`config.mk`:
```
export PLATFORM = sky130hd
export DESIGN_NAME = garegga_cen_stall
export DESIGN_NICKNAME = d
export VERILOG_FILES = /design/src/rtl/garegga_cen_stall.sv
export SDC_FILE = /design/constraint.sdc
export NUM_CORES = 1
export LEC_CHECK = 0
export BUFFER_PORTS_ARGS = -buffer_cell sky130_fd_sc_hd__buf_2
export CELL_PAD_IN_SITES_DETAIL_PLACEMENT = 0
export CELL_PAD_IN_SITES_GLOBAL_PLACEMENT = 2
export CORE_MARGIN = 2
export CORE_UTILIZATION = 35
export CTS_BUF_LIST = sky130_fd_sc_hd__clkbuf_8
export DETAILED_ROUTE_END_ITERATION = 16
export PLACE_DENSITY_LB_ADDON = 0.1
export SYNTH_ARGS = -nofsm -noshare
export SYNTH_HDL_FRONTEND = slang
export SYNTH_SLANG_ARGS = --single-unit
export TNS_END_PERCENT = 50
```
`constraint.sdc`:
```
create_clock -name CLK96 -period 4.75 [get_ports CLK96]
set_clock_uncertainty 0.2 [all_clocks]
set_input_delay 0.2375 -clock CLK96 [delete_from_list [all_inputs] [get_ports CLK96]]
set_output_delay 0.2375 -clock CLK96 [all_outputs]
set_load 0.1 [all_outputs]
```
`src/rtl/garegga_cen_stall.sv`:
```
// garegga_cen_stall
// Clock-enable stall/recovery stage for the 96 MHz domain. A raw periodic
// enable strobe is forwarded to the consuming core with one cycle of latency.
// While the core is held by wait_req, strobes are withheld and counted as
// debt. Once the wait ends, the missed strobes are re-issued no closer than
// MIN_GAP cycles after the previous output pulse, so the core's average rate
// is preserved. pause freezes the core and discards any outstanding debt.
//
// Ports:
//   CLK96     in   96 MHz clock, the only clock
//   RESET96   in   synchronous active-high reset
//   cen_in    in   raw single-cycle enable strobe
//   wait_req  in   hold the consumer; strobes are withheld and counted
//   pause     in   freeze the consumer; strobes are dropped, debt cleared
//   ovf_clr   in   clear the sticky overflow flag
//   cen_out   out  registered gated/recovered enable
//   debt      out  withheld strobes not yet re-issued (saturating)
//   ovf       out  sticky: a strobe arrived while debt was saturated
module garegga_cen_stall #(
  parameter int DW      = 4,
  parameter int MIN_GAP = 4
) (
  input  logic          CLK96,
  input  logic          RESET96,
  input  logic          cen_in,
  input  logic          wait_req,
  input  logic          pause,
  input  logic          ovf_clr,
  output logic          cen_out,
  output logic [DW-1:0] debt,
  output logic          ovf
);

  // MIN_GAP is at most 15, so four bits always hold the gap count.
  localparam int           GW       = 4;
  localparam logic [DW-1:0] DEBT_MAX = '1;
  localparam logic [GW-1:0] GAP_MAX  = GW'(MIN_GAP);

  logic [GW-1:0] gap;
  logic [GW-1:0] gap_d;
  logic [DW-1:0] debt_d;
  logic          pulse_d;
  logic          ovf_d;

  always_comb begin
    pulse_d = 1'b0;
    debt_d  = debt;
    ovf_d   = ovf_clr ? 1'b0 : ovf;

    if (pause) begin
      debt_d = '0;
    end else if (wait_req) begin
      if (cen_in) begin
        if (debt != DEBT_MAX) debt_d = debt + 1'b1;
        else                  ovf_d  = 1'b1;  // set wins over ovf_clr
      end
    end else if (cen_in) begin
      pulse_d = 1'b1;
    end else if ((debt != '0) && (gap >= GAP_MAX)) begin
      pulse_d = 1'b1;
      debt_d  = debt - 1'b1;
    end

    // gap restarts at 1 in the cycle the pulse is visible on cen_out, so a
    // recovery decision at gap==MIN_GAP lands MIN_GAP cycles after that pulse.
    if (pulse_d)             gap_d = GW'(1);
    else if (gap >= GAP_MAX) gap_d = GAP_MAX;
    else                     gap_d = gap + 1'b1;
  end

  always_ff @(posedge CLK96) begin
    if (RESET96) begin
      cen_out <= 1'b0;
      debt    <= '0;
      ovf     <= 1'b0;
      gap     <= GAP_MAX;
    end else begin
      cen_out <= pulse_d;
      debt    <= debt_d;
      ovf     <= ovf_d;
      gap     <= gap_d;
    end
  end

endmodule

```
==> flow_summary.json <==
{
  "cts.repair.resized": 0,
  "die_area_um2": 1810,
  "synthToLayoutAreaGrowth_pct": 24.1,
  "rsz0062_at_grt": "no",
  "fin_area_um2": 644,
  "p_leak_uw": 0.000305,
  "antenna_found_initial": 0,
  "end_kind": "primary output",
  "wl_met1_um": 496,
  "power_frac_comb_pct": 14.9,
  "crit_chain": "buf_2",
  "cts_max_level": 1,
  "cts_buffer_depth": 2,
  "switchingPower_uw": 60.3,
  "cts_tree": "done",
  "synthFlopType": "dfxtp_1",
  "dp_hpwl_um": 768,
  "dr_wl_met2_um": 441,
  "yosysUniqueCellTypes": 25,
  "wl_met3_um": 37,
  "vias_per_cell": 5.09,
  "max-vdd-ir-drop_mv": 0.185,
  "wl_per_cell_um": 12.3,
  "yosys-top-cells-area": "dfxtp_1, ha_1, mux2i_1",
  "placed_area_um2": 589,
  "dr.pass1.iters": 4,
  "internal_power_uw": 171,
  "r2r_start": "debt[2]$_SDFFE_PP0P_",
  "synth-edff-count": 0,
  "crit_path_start_kind": "flip-flop",
  "crit_buf_inv": 1,
  "clock_latency_ps": 240,
  "track_usage_pct": 14.4,
  "ant_nets": 0,
  "placementRows": 13,
  "synth-seq-cells": 10,
  "path_class": "reg2out",
  "slew_viol_final": 0,
  "place.gp.congestion": 0.714,
  "maxCapViolations": 0,
  "hp-start": "cen_in",
  "wirelength_um": 1010,
  "ff2ff_setup_slack_ps": 3110,
  "grt_max_degree": 11,
  "fp.dieH_um": 42.5,
  "path_clk_slew_ps": 50,
  "netlist_top_cells_count": "dfxtp_1, nor2_1, a21oi_1",
  "start_util_pct": 38.5,
  "outcome": "complete, no violations",
  "dieWidth_um": 42.5,
  "fin_setup_tns_ps": 0,
  "syn-mean-instance-area_um2": 9.80,
  "yosys_warnings": 0,
  "cts_setup_buffers": 0,
  "fmax_mhz": 610,
  "via_count": 417,
  "netlist_instances": 53,
  "synth_fp_nets": 63,
  "core-area_um2": 1350,
  "hold_violations": 0,
  "pin_count": 12,
  "first_iter_violations": 3,
  "root_buffer": "clkbuf_8",
  "yosysTopAreaCell": "dfxtp_1",
  "cts_sinks": 10,
  "fin_nets": 78,
  "power_frac_clock_pct": 46.2,
  "final-setup-viol-count": 0,
  "n_antenna_cell": 0,
  "swShare_pct": 26.0,
  "critPathLaunch": "debt[0]$_SDFFE_PP0P_",
  "pwr-share-seq_pct": 38.9,
  "synth.most_common_cell": "dfxtp_1",
  "grt_pass1_vias": 412,
  "synthArstFlopShare_pct": 0,
  "final_util_pct": 47.7,
  "path_max_fanout": 6,
  "ctsHoldBuffers": 0,
  "grt_pass1_wl_um": 1870,
  "cpLargestDelayFamily": "buffers and inverters",
  "top_layer": "met4",
  "cp.required_ps": 4310,
  "synth_top_area_share_pct": 38.6,
  "hold_class": "in2reg",
  "synth_seq_area_share_pct": 38.6,
  "min_period_ps": 1640,
  "drc": 0,
  "cp_slowest_cell": "buf_2",
  "powerDensity_nw_per_um2": 359,
  "drive_gt1_share_pct": 28.4,
  "fin_crit_sh_pct": 34.5,
  "grt_overflow": 0,
  "cpPeakStageDelay_ps": 490,
  "syn-cell-area_um2": 519,
  "io_buffers": 11,
  "cts_made_buffers": 3,
  "cp.arrival_ps": 1200
}
==> layout make-up <==
class / count / area (µm²)
tap: 15 / 18.8
sequential: 10 / 200
clock buffer: 4 / 55.1
inverter: 1 / 3.75
fill: 144 / 706
timing repair buffer: 11 / 55.1
multi-input combinational: 41 / 312
==> power by group through the flow <==
stage,registers (µW),logic (µW),clock network (µW)
finish,90.1,34.6,107
detailed placement,91.8,34.7,0
global route,90.6,38.3,117
CTS,90.1,34.9,111
floorplan,102,16.3,0
global placement,91.8,34.6,0
==> sequential cells by signal, indices dropped and copies added, names as in the netlist <==
register / flops
gap: 4
cen_out: 1
ovf: 1
debt: 4
==> worst reg2reg max path: stages, from the launching register on <==
cell	delay (ps)
dfxtp_1	420
ha_1	310
a21oi_1	180
a211oi_1	90
a31oi_1	190
mux2i_1	190
==> kinds of logic (layout without fill, tap and decap cells) <==
group	count (synthesis)	after routing	synth area share (%)
adder cells (fa/ha/maj)	4	4	11.1
XOR/XNOR	2	2	3.37
multiplexers	3	3	5.78
AO/OA/AOI/OAI	9	9	13.3
other	1	1	0.722
AND/OR/NAND/NOR	22	22	25.8
flip-flops	10	10	38.6
buffers and inverters	2	16	1.44
==> metal layers <==
layer  global-route usage (%)  vias up
li1                         -      215
met1                     17.3      188
met2                     21.5       10
met3                     3.88        4
met4                     11.3        0
met5                        0        -
==> cells in the final DEF, fill, tap and decap left out <==
cell / instances
dfxtp_1: 10
and4_2: 1
buf_2: 11
clkbuf_8: 4
nand3b_1: 1
nand3_1: 1
or3_1: 3
nor4_4: 1
a21o_1: 1
nor3_2: 1
nor2_1: 7
inv_1: 1
o32a_4: 1
or2_1: 1
nor2b_1: 1
conb_1: 1
nand2_1: 2
xor2_1: 2
mux2i_1: 3
o21ai_0: 1
a211oi_1: 1
a21oi_1: 4
ha_1: 3
a31oi_1: 1
fa_1: 1
nor3_1: 3
==> per-stage QoR <==
stage                     cells  total power [µW]  hold slack, ps  setup WS, ps
after global placement       78               126             253          3060
after floorplan              53               118             107          2450
final                        82               232            13.2          3110
after detailed placement     78               127             260          3030
after global routing         82               245            17.5          2970
after CTS                    82               236            5.94          3090
==> path summary, 6_finish.rpt <==
kind,to,depth (start not counted)
hold / removal,gap[1]$_SDFF_PP0_,2
setup reg to reg,debt[3]$_SDFFE_PP0P_,5
setup / recovery,debt[0],1
hold reg to reg,gap[0]$_SDFF_PP0_,2
Note: power is estimated with default switching activity, not from simulation.
